[config.mk]
export PLATFORM = sky130hd
export DESIGN_NAME = mem_stage
export DESIGN_NICKNAME = d
export VERILOG_FILES = /design/src/rtl/mem_stage_pkg.sv /design/src/rtl/mem_stage_load_align.sv /design/src/rtl/mem_stage.sv
export SDC_FILE = /design/constraint.sdc
export NUM_CORES = 1
export LEC_CHECK = 0
export BUFFER_PORTS_ARGS = -buffer_cell sky130_fd_sc_hd__buf_4
export CORE_AREA = 2 2 163 165
export DETAILED_ROUTE_END_ITERATION = 16
export DIE_AREA = 0 0 165 167
export HOLD_SLACK_MARGIN = 0.08
export SLEW_MARGIN = 20
export SYNTH_ARGS = -nofsm -noshare
export SYNTH_HDL_FRONTEND = slang
export SYNTH_SLANG_ARGS = --single-unit
[constraint.sdc]
create_clock -name clk -period 4.89 [get_ports clk]
set_input_delay 0.489 -clock clk [delete_from_list [all_inputs] [get_ports clk]]
set_output_delay 0.489 -clock clk [all_outputs]
set_load 0.05 [all_outputs]
[src/rtl/mem_stage_pkg.sv]
// mem_stage_pkg: shared types and constants for the zerocpu memory stage.
// Holds funct3 encodings, FSM states, the M->W bundle and a misalign helper.
package mem_stage_pkg;

   localparam int XLEN   = 64;
   localparam int MASK_W = XLEN / 8;

   localparam logic [2:0] LS_B  = 3'b000;
   localparam logic [2:0] LS_H  = 3'b001;
   localparam logic [2:0] LS_W  = 3'b010;
   localparam logic [2:0] LS_D  = 3'b011;
   localparam logic [2:0] LS_BU = 3'b100;
   localparam logic [2:0] LS_HU = 3'b101;
   localparam logic [2:0] LS_WU = 3'b110;

   typedef enum logic [1:0] {
      IDLE = 2'd0,
      REQ  = 2'd1,
      WAIT = 2'd2
   } state_t;

   typedef struct packed {
      logic            valid;
      logic            we;
      logic [4:0]      addr;
      logic [XLEN-1:0] data;
   } mw_t;

   // funct3[1:0] is the log2 access size for every load/store encoding,
   // including 111 which behaves as a doubleword.
   function automatic logic misaligned(
      input logic [2:0] off,
      input logic [1:0] sz
   );
      logic m;
      unique case (sz)
         2'd0:    m = 1'b0;
         2'd1:    m = off[0];
         2'd2:    m = |off[1:0];
         default: m = |off;
      endcase
      return m;
   endfunction

endpackage

[src/rtl/mem_stage_load_align.sv]
// mem_load_align: picks the load field at a byte offset and extends it.
// Ports: rdata (aligned doubleword), offset, funct3 -> data (XLEN).
module mem_load_align
   import mem_stage_pkg::*;
(
   input  logic [XLEN-1:0] rdata,
   input  logic [2:0]      offset,
   input  logic [2:0]      funct3,
   output logic [XLEN-1:0] data
);

   logic [XLEN-1:0] sh;

   assign sh = rdata >> {offset, 3'b000};

   always_comb begin
      data = sh;
      case (funct3)
         LS_B:    data = {{56{sh[7]}}, sh[7:0]};
         LS_H:    data = {{48{sh[15]}}, sh[15:0]};
         LS_W:    data = {{32{sh[31]}}, sh[31:0]};
         LS_BU:   data = {56'd0, sh[7:0]};
         LS_HU:   data = {48'd0, sh[15:0]};
         LS_WU:   data = {32'd0, sh[31:0]};
         default: data = sh;
      endcase
   end

endmodule

[src/rtl/mem_stage.sv]
// mem_stage: M stage; runs dmem req/rsp, aligns loads, registers M->W.
// Ports: M inputs, dmem_* bus, stallM, misalignM, W outputs; MEM_STAGE_PERF_EN adds counters.
module mem_stage
   import mem_stage_pkg::*;
(
   input  logic              clk,
   input  logic              rst,
   input  logic              validM,
   input  logic [XLEN-1:0]   aluOutM,
   input  logic [XLEN-1:0]   storeDataM,
   input  logic              memReadM,
   input  logic              memWriteM,
   input  logic [2:0]        memSizeM,
   input  logic              rdWriteEnableM,
   input  logic [4:0]        rdWriteAddrM,
   output logic              dmem_req_valid,
   input  logic              dmem_req_ready,
   output logic              dmem_we,
   output logic [XLEN-1:0]   dmem_addr,
   output logic [XLEN-1:0]   dmem_wdata,
   output logic [MASK_W-1:0] dmem_wmask,
   input  logic              dmem_rsp_valid,
   input  logic [XLEN-1:0]   dmem_rdata,
   output logic              stallM,
   output logic              misalignM,
   output logic              validW,
   output logic              rdWriteEnableW,
   output logic [4:0]        rdWriteAddrW,
`ifdef MEM_STAGE_PERF_EN
   output logic [31:0]       perf_stall_cnt,
   output logic [31:0]       perf_memop_cnt,
`endif
   output logic [XLEN-1:0]   rdWriteDataW
);

   state_t          state, nxt;
   logic            memop, mis;
   logic            req, stall, done, mis_flag;
   logic [XLEN-1:0] ld_data;
   logic [7:0]      base_mask;
   mw_t             wb, wb_nxt;

   assign memop = validM & (memReadM | memWriteM);
   assign mis   = misaligned(aluOutM[2:0], memSizeM[1:0]);

   always_ff @(posedge clk or posedge rst) begin
      if (rst) state <= IDLE;
      else     state <= nxt;
   end

   always_comb begin
      nxt      = state;
      req      = 1'b0;
      stall    = 1'b0;
      done     = 1'b0;
      mis_flag = 1'b0;
      case (state)
         IDLE: begin
            if (memop) begin
               if (mis) begin
                  mis_flag = 1'b1;
               end else begin
                  req   = 1'b1;
                  stall = 1'b1;
                  nxt   = dmem_req_ready ? WAIT : REQ;
               end
            end
         end
         REQ: begin
            req   = 1'b1;
            stall = 1'b1;
            if (dmem_req_ready) nxt = WAIT;
         end
         WAIT: begin
            if (dmem_rsp_valid) begin
               done = 1'b1;
               nxt  = IDLE;
            end else begin
               stall = 1'b1;
            end
         end
         default: nxt = IDLE;
      endcase
   end

   // Combinational outputs stay low while reset is held.
   assign stallM         = stall & ~rst;
   assign dmem_req_valid = req & ~rst;
   assign misalignM      = mis_flag & ~rst;

   always_comb begin
      case (memSizeM[1:0])
         2'd0:    base_mask = 8'h01;
         2'd1:    base_mask = 8'h03;
         2'd2:    base_mask = 8'h0F;
         default: base_mask = 8'hFF;
      endcase
   end

   assign dmem_we    = dmem_req_valid & memWriteM;
   assign dmem_addr  = dmem_req_valid ?
                       {aluOutM[XLEN-1:3], 3'b000} : '0;
   assign dmem_wdata = dmem_we ?
                       storeDataM << {aluOutM[2:0], 3'b000} : '0;
   assign dmem_wmask = dmem_we ?
                       base_mask << aluOutM[2:0] : '0;

   mem_load_align u_align (
      .rdata  (dmem_rdata),
      .offset (aluOutM[2:0]),
      .funct3 (memSizeM),
      .data   (ld_data)
   );

   always_comb begin
      wb_nxt.valid = validM;
      wb_nxt.we    = rdWriteEnableM & validM;
      wb_nxt.addr  = rdWriteAddrM;
      wb_nxt.data  = aluOutM;
      unique case (1'b1)
         stall | mis_flag: begin
            wb_nxt.valid = 1'b0;
            wb_nxt.we    = 1'b0;
         end
         done: begin
            wb_nxt.we = rdWriteEnableM & ~memWriteM;
            if (!memWriteM) wb_nxt.data = ld_data;
         end
         default: ;
      endcase
   end

   always_ff @(posedge clk or posedge rst) begin
      if (rst) wb <= '0;
      else     wb <= wb_nxt;
   end

   assign validW         = wb.valid;
   assign rdWriteEnableW = wb.we;
   assign rdWriteAddrW   = wb.addr;
   assign rdWriteDataW   = wb.data;

`ifdef MEM_STAGE_PERF_EN
   always_ff @(posedge clk or posedge rst) begin
      if (rst) begin
         perf_stall_cnt <= '0;
         perf_memop_cnt <= '0;
      end else begin
         if (stall) perf_stall_cnt <= perf_stall_cnt + 32'd1;
         if (done)  perf_memop_cnt <= perf_memop_cnt + 32'd1;
      end
   end
`endif

endmodule

-- After elaboration in Yosys (flattened, before gate mapping)
Index checks and enable logic that the tools add are counted.
- bits in registers: 73
- input bits: 208
- output and inout port bits: 211
- word-level logic and storage cells: 64
- equal/unequal tests: 13
- shift-type cells: 3
- multiplexer cells: 26
- bitwise logic cells: 11
- reductions and logical operators: 6
- operator list (kind ; count):
    $pmux W64 S6 ; 1
    $mux W64 ; 4
    $shl A64 B6 Y64 ; 1
    $shr A64 B6 Y64 ; 1
    $pmux W8 S3 ; 1
    $mux W2 ; 5
    $eq A3 B3 Y1 const B ; 3
    $mux W1 ; 9
    $mux W8 ; 1
    $ne A2 B2 Y1 const B ; 4
    $shl A8 B3 Y8 ; 1
    $and A1 B1 Y1 ; 7
    $pmux W1 S3 ; 2
    $pmux W2 S3 ; 1
    $eq A2 B1 Y1 const B ; 2
    $eq A2 B2 Y1 const B ; 2
    $logic_not A2 Y1 ; 2
    $pmux W1 S2 ; 2
    $reduce_and A4 Y1 ; 1
    $eq A3 B1 Y1 const B ; 1
    $eq A3 B2 Y1 const B ; 1
    $logic_not A3 Y1 ; 1
    $reduce_or A3 Y1 ; 1
    $not A1 Y1 ; 2
    other kinds (2) ; 3

-- Longest topological paths before layout
Gate-level depths: netlist (run 1).
- depth after elaboration: 8
- depth in mapped cells: 9
- mapped depth without buffers: 5

-- Hierarchy
From an unflattened synthesis (run 1), not the netlist that was laid out.
- cells, all modules: 859
- area, all modules: 7666.1 µm²
- modules (own cells, without submodules) (module ; instances ; cells each ; area each (µm²) ; sequential area each (µm²)):
    mem_stage ; 1 ; 566 ; 5327.6 ; 1826.8
    mem_load_align ; 1 ; 293 ; 2338.5 ; 0.0

-- Least setup slack after synthesis (run 1)
Ideal clock, no wire load.
- kind: input-to-output
- start: in aluOutM[2]
- end: out dmem_wmask[5]
- arrival time: 4.010 ns
- required time: 4.401 ns
- slack: 0.391 ns
- stages on the path: 7
- path buffers: 2
- path through: buf_2 -> a21o_1 -> a22oi_1 -> a21oi_1 -> or2_2 -> buf_2 -> a2111oi_0
- longest elaborated chain between the ends: 8
- ends and longest elaborated chain (item ; RTL line ; source):
    start, declared ; mem_stage.sv:9 ; input logic [XLEN-1:0] aluOutM,
    $reduce_or A3 Y1 ; mem_stage_pkg.sv:40 ; default: m = |off;
    $pmux W1 S3 ; mem_stage_pkg.sv:36 ; unique case (sz)
    $mux W1 ; mem_stage.sv:60 ; if (mis) begin
    $mux W1 ; mem_stage.sv:59 ; if (memop) begin
    $pmux W1 S2 ; mem_stage.sv:57 ; case (state)
    $and A1 B1 Y1 ; mem_stage.sv:88 ; assign dmem_req_valid = req & ~rst;
    $and A1 B1 Y1 ; mem_stage.sv:100 ; assign dmem_we = dmem_req_valid & memWriteM;
    $mux W8 (*) ; mem_stage.sv:105 ; assign dmem_wmask = dmem_we ?
    end, declared ; mem_stage.sv:21 ; output logic [MASK_W-1:0] dmem_wmask,
Mark *: on every way between the ends. The rest lies on a longest branch, timed or not.

-- Final worst setup path (run 1)
- start: in aluOutM[1]
- end: out dmem_wmask[5]
- longest elaborated chain between the ends: 8
- ends and longest elaborated chain (item ; RTL line):
    $reduce_or A3 Y1 / $reduce_or A2 Y1 (equally long branches) ; mem_stage_pkg.sv:40, mem_stage_pkg.sv:39
    $pmux W1 S3 ; mem_stage_pkg.sv:36
    $mux W1 ; mem_stage.sv:60
    $mux W1 ; mem_stage.sv:59
    $pmux W1 S2 ; mem_stage.sv:57
    $and A1 B1 Y1 ; mem_stage.sv:88
    $and A1 B1 Y1 ; mem_stage.sv:100
    $mux W8 (*) ; mem_stage.sv:105
Marked as above.

==> results.txt, run 1 <==
The flow ran to the end, and the final reports show no timing, DRC or antenna violations. The net total in the final layout came out at 1412. The critical path is of the in2out type. The fraction of synthesized cell area taken by the top area cell type came out at 26.85%.

The largest individual stage delay along the critical path comes from the cell sky130_fd_sc_hd__or2_2. The number of synthesized flops with an enable pin came out at 0. Dividing the detail-routed wire length by the instance count gives 22.08 µm. The number of setup violations in the final report is 0. The worst hold margin came out at 0.2059 ns. At the pin with the least slew margin, the transition time is 0.9494 ns. The most numerous cell type found on the critical path is sky130_fd_sc_hd__buf_4.

The worst setup skew after layout is 0.01311 ns. The endpoint kind of the worst setup timing path is an output port. The total routing resource utilization after global routing is 23.82%. The ratio of total power to cell area came out at 238.9 nW/µm². The number of hold violations in the final report is 0.

The clock tree from TritonCTS is done. The total number of vias came out at 8075. The setup fix buffers added after clock tree synthesis is 0. The core area came out at 25760 µm². The number of primary I/O pins is 419. The final-report max-slew violation count came out at 0.

The share of layout cells above drive strength 1 is 40.86%. After detailed routing, the number of remaining DRC violations is 0. The post-route minimum period is 3.359 ns. The number of placement rows is 59. The number of buffers inserted by port buffering came out at 415. The prevailing post-synth register cell is sky130_fd_sc_hd__dfrtp_1. The H-tree was split into 3 levels.

Summing all flip-flop and latch instances after layout gives 1827 µm². The final non-filler cell total is 1546. The per-cell via count in the routed design came out at 5.223. The leakage power of the design is 4.934 nW. Clock tree synthesis found a total of 73 sinks. The top fanout value on the critical path came out at 74. The number of unique standard cell types used by synthesis is 46. The path class of the tightest hold or removal check is in2async. The clock passes through at most 2 buffers.

After synthesis, the share of cell area in mux cells is 22.11%. The die outline width is 165 µm. Clock latency on the worst-skew pair, taken at its later pin, is 0.35 ns.

Broken down by cell family, the worst path's largest delay share belongs to compound AO/OA/AOI/OAI gates. The synthesized netlist devotes 0% of its cell area to XOR and XNOR gates. The overall die area is 27560 µm². The number of standard cells after synthesis came out at 850. Clock tree synthesis selected as its root buffer the cell sky130_fd_sc_hd__clkbuf_16.

The detailed router's first-iteration violation count is 461. The remaining number of nets flagged by the antenna check after routing is 0. The detailed placer's ending HPWL is 26900 µm. Entering global routing, the biggest net connects 107 pins.

The share of synthesized cell area in and, or, nand and nor gates came out at 26.04%. The Yosys warning count is 0. The highest ir drop seen on vdd came out at 0.1669 mV. The area fraction in compound gates after synthesis is 18.82%.

The number of antenna violations at the first check in global routing is 3. The worst path uses 68.69% of the clock period. The global route total overflow came out at 0.

The via count of the first global-routing pass came to 8115. The synthesized-area fraction occupied by adder cells is 0%. The initial core utilization came out at 26.40%. The CTS buffer count is 9. The data required time at the worst endpoint came out at 4.40 ns. The placer's final routability congestion estimate is 0.9486. In this run the tightest slew margin relative to its limit is 36.22%. The number of violations of the max-capacitance limit came out at 0. The maximum clock frequency came out at 297.7 MHz. Wires add up to 34140 µm. The global-route wire length before repair is 49080 µm. The number of buffer and inverter instances along the worst setup path is 2.

The dominant combinational cell family by area after synthesis is simple AND/OR/NAND/NOR gates. Setup repair after global routing left no endpoint under its margin. At the end of the flow the core is filled with cells to 40.46%. The synthesized area divided by synthesized cell count came out at 8.003 µm². Traced cell by cell, the critical path runs through buf_4 > a21o_1 > a22oi_1 > a21oi_1 > or2_2 > a2111oi_0 > buf_4. The post-synthesis async set-or-reset flop share came out at 100.0%.

The number of filler instances in the final layout came out at 2704. The combined area of all synthesized cells came out at 6803 µm². The area used by multi-input combinational logic is 4598 µm². For the worst setup path, the data arrival time is 2.87 ns. After clock tree synthesis, the repair step resized 0 gates. The number of placed cells counting well taps is 1528. The element type at the critical path start is a primary input.

From synthesis to final layout, the design area changed by 53.25%. The number of storage elements in the synthesis netlist is 73. The total of hold buffers inserted after clock tree synthesis is 0. The detailed-router iteration count before antenna repair is 5. The post-synthesis sequential area ratio came out at 26.85%. Yosys attributes the largest share of cell area to sky130_fd_sc_hd__dfrtp_1, sky130_fd_sc_hd__mux2i_1, sky130_fd_sc_hd__mux4_2. The post-synthesis cell type with the largest combined area is sky130_fd_sc_hd__dfrtp_1. The accumulated negative setup slack is 0 ns.

Measured along the y axis, the die boundary spans 167 µm. In this design, the stage delay of the slowest critical-path cell is 0.57 ns. After clock tree synthesis, the clock-pin slew on the worst setup and hold paths is 0.07 ns. Leaving out fill and tap cells, the most frequent cells in the layout are sky130_fd_sc_hd__buf_4, sky130_fd_sc_hd__nor2_1, sky130_fd_sc_hd__mux2i_1, sky130_fd_sc_hd__and2_1, sky130_fd_sc_hd__dfrtp_1.

Leaving out fill and tap cells, the most frequent cell in the layout is sky130_fd_sc_hd__buf_4.
worst reg2reg max path: stages, from the launching register on:
cell and delay (ns):
sky130_fd_sc_hd__dfrtp_1 0.44, sky130_fd_sc_hd__nand3b_1 0.26, sky130_fd_sc_hd__nor2_4 0.15, sky130_fd_sc_hd__buf_12 0.33
sky130_fd_sc_hd__nand2b_1 0.31, sky130_fd_sc_hd__o22a_1 0.24
area by class of cell:
class                           instances  share of cell area (%)
Clock buffer                            9                   2.160
Timing Repair Buffer                  428                   30.98
Tap cell                              335                   4.021
Antenna cell                            2                 0.04801
Inverter                                5                  0.1920
Sequential cell                        73                   17.52
Clock inverter                          7                  0.9722
Multi-Input combinational cell        687                   44.11
stage by stage:
stage / total power, W / cell area, µm² / setup WS [ns]
3_5_place_dp: 0.001769 / 10090 / 1.496
6_report: 0.002490 / 10430 / 1.531
3_3_place_gp: 0.001760 / 10090 / 1.527
5_1_grt: 0.002595 / 10420 / 1.359
2_1_floorplan: 0.001348 / 6810 / 0.3913
4_1_cts: 0.002508 / 10420 / 1.477
metal layers:
metal	wire length [µm]	part of all wire (%)	global-route usage, %
met1	12540	37	26.75
met2	17580	51	43.51
met3	2987	8.8	5.504
met4	1017	3.0	8.280
met5	16	0.047	0
cells in the mapped netlist (10+ instances only):
library cell               instances
sky130_fd_sc_hd__mux2i_1          85
sky130_fd_sc_hd__dfrtp_1          73
sky130_fd_sc_hd__a31oi_1          48
sky130_fd_sc_hd__clkbuf_1         47
sky130_fd_sc_hd__mux4_2           23
sky130_fd_sc_hd__and3_1           10
sky130_fd_sc_hd__and2_1           79
sky130_fd_sc_hd__nor3_1           14
sky130_fd_sc_hd__a211oi_1         37
sky130_fd_sc_hd__mux2_2           12
sky130_fd_sc_hd__nand3_1          11
sky130_fd_sc_hd__nor2_1          138
sky130_fd_sc_hd__o21ai_0          40
sky130_fd_sc_hd__nand2_1          69
sky130_fd_sc_hd__buf_2            24
sky130_fd_sc_hd__a21oi_1          35
sky130_fd_sc_hd__o22ai_1          10
sky130_fd_sc_hd__nor2b_1          22
final timing paths:
check / from / to / slack [ns] / cells after the start
hold / removal: rst / state[1] / 0.21 / 2
hold reg to reg: state[1] / state[1] / 0.66 / 2
setup / recovery: aluOutM[1] / dmem_wmask[5] / 1.53 / 7
min in group clk: rdWriteAddrM[0] / rdWriteAddrW[0] / 0.25 / 1
setup reg to reg: state[0] / rdWriteDataW[13] / 3.05 / 5
max in group asynchronous: rst / rdWriteDataW[49] / 3.67 / 3
registers in the layout, summed over array words and instances (netlist names):
signal          cells
rdWriteDataW       64
rdWriteAddrW        5
rdWriteEnableW      1
state               2
validW              1
cell families (layout without fill, tap and decap cells):
| kind of cell | after synthesis | count (layout) |
|---|---|---|
| flip-flops | 73 | 73 |
| AO/OA/AOI/OAI | 198 | 198 |
| other | 1 | 5 |
| buffers and inverters | 92 | 449 |
| multiplexers | 120 | 120 |
| AND/OR/NAND/NOR | 366 | 366 |
where the power goes:
part / total (W) / switching, W / internal, W
Clock: 0.000737 / 0.000285 / 0.000451
Combinational: 0.00108 / 0.000694 / 0.000389
Sequential: 0.000671 / 0.0000174 / 0.000653
Total: 0.00249 / 0.000997 / 0.00149
(Power assumes the default switching activity.)
==> run 2, diff against run 1 <==
CORE_AREA = 2 2 164 166   (was 2 2 163 165)
DIE_AREA = 0 0 166 168   (was 0 0 165 167)
clock period = 3 ns   (was 4.89 ns; I/O delays follow)
==> results.txt, run 2 (synthesized netlist as in run 1, its figures left out) <==
The flow ran to the end, and the final reports show no timing, DRC or antenna violations. The arrival time of the worst setup path came to 2.35 ns (-0.52 ns). The detailed placer's ending HPWL was 27470 µm (+2.1%). Walking the worst path, the cells encountered are dlygate4sd3_1 > buf_4 > nor2_1 > nand2_1 > or3_1 > buf_4 > nor3_1 > buf_4. The cell with the most instances on the worst path is sky130_fd_sc_hd__buf_4. The leakage power of the design came out at 5.079 nW (+2.9%). The number of filler instances in the final layout came to 2730 (+0.96%).

The number of levels the H-tree was split into is 3 (unchanged). The delay contributed by the slowest stage of the critical path came out at 0.56 ns (about the same). The register share of total power came out at 26.2% (-0.7 points). The clock tree from TritonCTS is done. The per-cell via count in the routed design is 5.178 (-0.87%). The worst setup path is captured at an output port.

The pre-CTS setup slack is 0.4345 ns (-1.061 ns). CTS placed an instance of sky130_fd_sc_hd__clkbuf_16 at the clock tree root. The area taken by flip-flops and latches is 1827 µm² (unchanged). The share of layout cells above drive strength 1 is 41.44% (+0.58 points). The number of hold violations in the final report was 0 (unchanged). The proportion of total power due to net switching is 39.03% (-1.0 points). The slew at the pin closest to its max-slew limit came out at 0.8118 ns (-0.1377 ns). The detailed router's first-iteration violation count is 527 (+14%). The total number of vias came out at 8155 (+0.99%).

Relative to the synthesized area, the layout overhead comes to 57.42%. The library cell used most frequently in the layout, excluding fill and tap cells, is sky130_fd_sc_hd__buf_4. The die outline width is 166 µm (+0.61%). The die span in y came out at 168 µm (+0.60%). The setup fix buffers added after clock tree synthesis was 0 (unchanged). The post-detailed-route DRC marker count is 0 (unchanged). The placer's final routability congestion estimate came out at 0.8876 (-6.4%). The net load switching power is 0.001629 W (+63%). The number of placement rows is 60 (+1.7%). The number of violations of the max-capacitance limit came out at 0 (unchanged). The internal power came out at 0.002545 W (+70%). The CTS buffer count was 9 (unchanged).

The total routing resource utilization after global routing is 24.02% (+0.20 points). The initial core utilization came to 25.82% (-0.59 points). The data required time at the worst endpoint is 2.70 ns (-1.70 ns). The worst path needs 2.651 ns of the cycle, external delays included. The number of setup violations in the final report came out at 0 (unchanged). The clock-pin slew reported for the worst setup and hold paths after clock tree synthesis is 0.06 ns (about the same).

The routed wire length is 34580 µm (+1.3%). The remaining max-slew budget at the tightest pin is 45.71% (+9.5 points). The maximum clock frequency is 377.2 MHz. The element type at the critical path start is a primary input. The final-report max-slew violation count was 0 (unchanged). In this run the worst hold path is classified as in2reg. The clock share of power came to 30.6% (+1.0 points). The ratio of total power to cell area is 389.8 nW/µm² (+63%). The net total in the final layout came out at 1436 (+1.7%).

The area used by multi-input combinational logic came out at 4602 µm² (about the same). The total clock sinks came out at 73 (unchanged). The number of antenna violations at the first check in global routing came to 2 (-1). The number of primary I/O pins came to 419 (unchanged). The share of the clock period used by the worst path after layout came out at 88.38%. The worst setup skew after layout came out at 0.007986 ns (-0.005120 ns). The global route total overflow was 0 (unchanged). The average wire length per cell after detail routing came out at 21.96 µm (-0.56%).

The maximum number of pins on one net before global-route repair is 81 (-24%). In the layout the commonest cells are sky130_fd_sc_hd__buf_4, sky130_fd_sc_hd__nor2_1, sky130_fd_sc_hd__mux2i_1, sky130_fd_sc_hd__and2_1, sky130_fd_sc_hd__dfrtp_1. The overall die area is 27890 µm² (+1.2%). The remaining number of nets flagged by the antenna check after routing came out at 0 (unchanged). The highest ir drop seen on vdd is 0.2698 mV (+62%). The accumulated negative setup slack is 0 ns (unchanged). The clock latency of the later-clocked register in the worst-skew pair came to 0.34 ns (about the same).

The start-to-end type of the worst setup path is in2out. The register-to-register setup slack was 1.12 ns (-1.93 ns). The final worst setup slack is 0.3487 ns (-1.182 ns).

The top fanout value on the critical path was 6 (-92%). The maximum root-to-sink buffer count was 2 (unchanged). The global-route wire length before repair came out at 51250 µm (+4.4%). The core area is 26350 µm² (+2.3%).

The number of buffers inserted by port buffering is 415 (unchanged). The detailed-router iteration count before antenna repair is 5 (unchanged). The via count of the first global-routing pass is 8233 (+1.5%). Setup repair after global routing left no endpoint under its margin. On the critical path, the stage with the largest delay is an instance of sky130_fd_sc_hd__dlygate4sd3_1.

The flip-flop count of the largest register, all copies and words added is 64 (unchanged). The power share of the combinational group came out at 43.2% (-0.3 points).
run 2: area by class of cell:
class / count / area share [%]
clock buffers: 10 / 2.138
repair buffers: 452 / 32.56
multi-input cells: 687 / 42.97
inverters: 5 / 0.1869
flip-flops and latches: 73 / 17.06
diodes: 1 / 0.02337
well taps: 341 / 3.984
clock inverters: 6 / 1.075
run 2: final timing paths:
| kind | start | endpoint | depth (start not counted) |
|---|---|---|---|
| worst max-delay path | rst | dmem_wdata[15] | 8 |
| max in group asynchronous | rst | rdWriteDataW[17] | 4 |
| worst max register to register | state[0] | rdWriteDataW[10] | 5 |
| worst min register to register | state[1] | state[1] | 2 |
| worst min-delay path | dmem_req_ready | state[0] | 2 |
| min in group asynchronous | rst | state[1] | 3 |
run 2: power by group through the flow:
| stage | clock (W) | combinational, W | sequential, W |
|---|---|---|---|
| 6_report | 0.00128 | 0.00180 | 0.00109 |
| 3_3_place_gp | 0 | 0.00179 | 0.00111 |
| 4_1_cts | 0.00130 | 0.00181 | 0.00109 |
| 5_1_grt | 0.00134 | 0.00191 | 0.00110 |
| 3_5_place_dp | 0 | 0.00180 | 0.00111 |
| 2_1_floorplan | 0 | 0.000806 | 0.00139 |
run 2: repair_timing:
| action | in CTS | in global routing |
|---|---|---|
| endpoints found under the hold margin | 14 | 0 |
| hold buffers | 6 | 0 |
| resized for setup | 0 | 0 |
| setup endpoints to repair | 0 | 0 |
run 2: routing by layer:
layer / vias to the layer above / GRT usage, % / part of all wire, %
met5: - / 0.3478 / 0.038
met4: 2 / 9.338 / 3.4
met3: 48 / 5.665 / 7.6
met2: 398 / 42.52 / 50
met1: 3910 / 28.10 / 39
li1: 3797 / - / -
run 2: worst max-delay path: cells and delay by family:
| family | cells | cell delay (ns) |
|---|---|---|
| buffers and inverters | 4 | 1.17 |
| and+or+nand+nor | 4 | 0.89 |
run 2: stage by stage:
stage	instances	hold slack, ns	cell area [µm²]	power (W)	utilization (%)
floorplan	852	0.3314	6817	0.002198	-
global placement	1552	0.2752	10300	0.002899	39.10
detailed placement	1552	0.2722	10300	0.002908	39.10
CTS	1574	0.1053	10710	0.004198	40.63
global route	1574	0.1090	10710	0.004356	40.63
finish	1575	0.1149	10710	0.004174	40.64
==> run 3, diff against run 2 <==
CAP_MARGIN = 0   (was unset)
CORE_AREA = 2 2 163 165   (was 2 2 164 166)
DIE_AREA = 0 0 165 167   (was 0 0 166 168)
clock period = 3.3 ns   (was 3 ns; I/O delays follow)
==> results.txt, run 3 (synthesized netlist as in run 1, its figures left out) <==
The number of hold violations in the final report came out at 0 (unchanged). Setup repair after global routing left no endpoint under its margin. The number of antenna cells inserted came out at 0 (-1).

The final worst setup slack is 0.4584 ns (+0.1097 ns). The post-detailed-route DRC marker count is 0 (unchanged). The slowest stage of the critical path belongs to the cell sky130_fd_sc_hd__or3_1. The data required time at the worst endpoint came to 2.97 ns (+0.27 ns). The placer's final routability congestion estimate came out at 0.8607 (-3.0%).

In the finished design, the share of the clock period the worst path needs comes to 86.11%. The average wire length per cell after detail routing came to 21.19 µm (-3.5%). The detailed-router iteration count before antenna repair came out at 5 (unchanged). The number of instances resized during post-cts repair came out at 0 (unchanged).

The net total in the final layout came out at 1436 (unchanged). The global route total overflow came out at 0 (unchanged). In the layout the commonest cells are sky130_fd_sc_hd__buf_4, sky130_fd_sc_hd__nor2_1, sky130_fd_sc_hd__mux2i_1, sky130_fd_sc_hd__and2_1, sky130_fd_sc_hd__dfrtp_1. The number of antenna violations at the first check in global routing was 0 (-2). The number of violations of the max-capacitance limit came out at 0 (unchanged). The final core area utilization was 41.27% (+0.63 points). The detailed router's first-iteration violation count came out at 364 (-31%).

The post-route minimum period came out at 2.842 ns. The worst setup skew after layout came to 0.009634 ns (+0.001648 ns). The total routing resource utilization after global routing was 23.49% (-0.53 points). The number of placement rows came out at 59 (-1.7%). The remaining max-slew budget at the tightest pin was 37.43% (-8.3 points).

The clock-pin slew reported for the worst setup and hold paths after clock tree synthesis is 0.07 ns (about the same). The global-route wire length before repair came out at 48840 µm (-4.7%). The start-to-end type of the worst setup path is in2out. The clock latency of the later-clocked register in the worst-skew pair came out at 0.35 ns (about the same). The delay contributed by the slowest stage of the critical path is 0.63 ns (+0.07 ns). The remaining number of nets flagged by the antenna check after routing came to 0 (unchanged). The number of filler instances in the final layout came to 2643 (-3.2%).

The final design area excluding fillers is 10630 µm² (-0.71%). The core area is 25760 µm² (-2.2%). The total clock sinks is 73 (unchanged).

TritonCTS built the clock tree. The die span in y is 167 µm (-0.60%). The accumulated negative setup slack came to 0 ns (unchanged). The final-report max-slew violation count came to 0 (unchanged).

The maximum root-to-sink buffer count came out at 2 (unchanged). The ratio of total power to cell area came out at 342.7 nW/µm² (-12%). The highest ir drop seen on vdd was 0.2239 mV (-17%).

The share of layout cells above drive strength 1 came to 41.52% (+0.081 points). The signal on the critical path passes through buf_4 > or2_1 > a22oi_1 > a21oi_1 > or3_1 > nor3_1 > buf_4. The number of buffers inserted by port buffering came out at 415 (unchanged). The initial core utilization is 26.40% (+0.59 points). The pre-CTS setup slack came out at 0.4817 ns (+0.04725 ns). The top fanout value on the critical path came out at 14 (+8).

Leaving out fill and tap cells, the most frequent cell in the layout is sky130_fd_sc_hd__buf_4. The die outline width was 165 µm (-0.60%). The CTS buffer count is 9 (unchanged). The run finished with clean final reports. The overall die area is 27560 µm² (-1.2%). The number of setup violations in the final report is 0 (unchanged). The per-cell via count in the routed design was 5.145 (-0.64%).

The slew at the pin closest to its max-slew limit was 0.9366 ns (+0.1249 ns). The maximum clock frequency came out at 351.9 MHz. The total number of vias is 8067 (-1.1%). The number of primary I/O pins came out at 419 (unchanged). The maximum number of pins on one net before global-route repair came out at 79 (-2.5%). The detailed placer's ending HPWL came out at 26550 µm (-3.3%).

STA classifies the critical path endpoint as an output port. The area growth from synthesis to layout is 56.30%. The cell area reported after detailed placement came to 10270 µm² (-0.32%). The tightest min-delay check is of the in2reg type.

The most numerous cell type found on the critical path is sky130_fd_sc_hd__buf_4. The leakage power of the design came to 5.056 nW (-0.44%). The arrival time of the worst setup path came out at 2.51 ns (+0.16 ns). The flip-flop count of the largest register, all copies and words added is 64 (unchanged). The buffer type at the clock tree root is sky130_fd_sc_hd__clkbuf_16. The routed wire length came out at 33230 µm (-3.9%).

The total power after layout is 0.003644 W (-13%). The via count of the first global-routing pass is 8065 (-2.0%). The number of levels the H-tree was split into came out at 3 (unchanged). STA classifies the critical path startpoint as a primary input.
[run 3: stage by stage]
step	cells	hold WS, ns
global placement	1546	0.2684
floorplan	852	0.3614
CTS	1568	0.1203
detailed placement	1546	0.2721
global route	1568	0.1365
finish	1568	0.1338
[run 3: report_power, final]
group | internal, W | total (W) | switching [W]
clock network | 0.000592 | 0.00102 | 0.000430
logic | 0.000598 | 0.00163 | 0.00103
registers | 0.000968 | 0.000993 | 0.0000252
[run 3: worst paths after layout]
kind | slack [ns] | depth (start not counted) | start | end
max | 0.46 | 7 | memSizeM[0] | dmem_wdata[11]
min | 0.13 | 2 | dmem_req_ready | state[0]
max reg2reg | 1.42 | 6 | state[0] | rdWriteDataW[33]
min reg2reg | 0.66 | 2 | state[1] | state[1]
max in group asynchronous | 2.19 | 4 | rst | rdWriteDataW[41]
min in group asynchronous | 0.48 | 3 | rst | validW
[run 3: layout make-up]
| type | instances | area, µm² | share of cell area, % |
|---|---|---|---|
| clock buffers | 9 | 225.2 | 2.118 |
| clock inverters | 7 | 77.57 | 0.7296 |
| inverters | 5 | 20.02 | 0.1883 |
| multi-input cells | 687 | 4602 | 43.28 |
| flip-flops and latches | 73 | 1827 | 17.18 |
| well taps | 335 | 419.2 | 3.942 |
| repair buffers | 452 | 3462 | 32.56 |
[run 3: routing by layer]
| metal | wire length [µm] | vias to the layer above | GRT usage [%] |
|---|---|---|---|
| met5 | 0 | - | 0 |
| met4 | 1223 | 0 | 9.301 |
| met3 | 2558 | 52 | 4.707 |
| met2 | 16800 | 405 | 41.87 |
| met1 | 12650 | 3820 | 27.25 |
| li1 | - | 3790 | - |
[run 3: critical path, delay by kind of cell]
family                 cells  cell delay [ns]
buffers and inverters      2             0.42
and+or+nand+nor            3             1.27
AOI/OAI and AO/OA          2             0.48
[run 3: repair_timing]
item                                   4_1_cts  5_1_grt
endpoints found under the hold margin       13        0
buffers inserted                             0        0
hold buffers                                 6        0
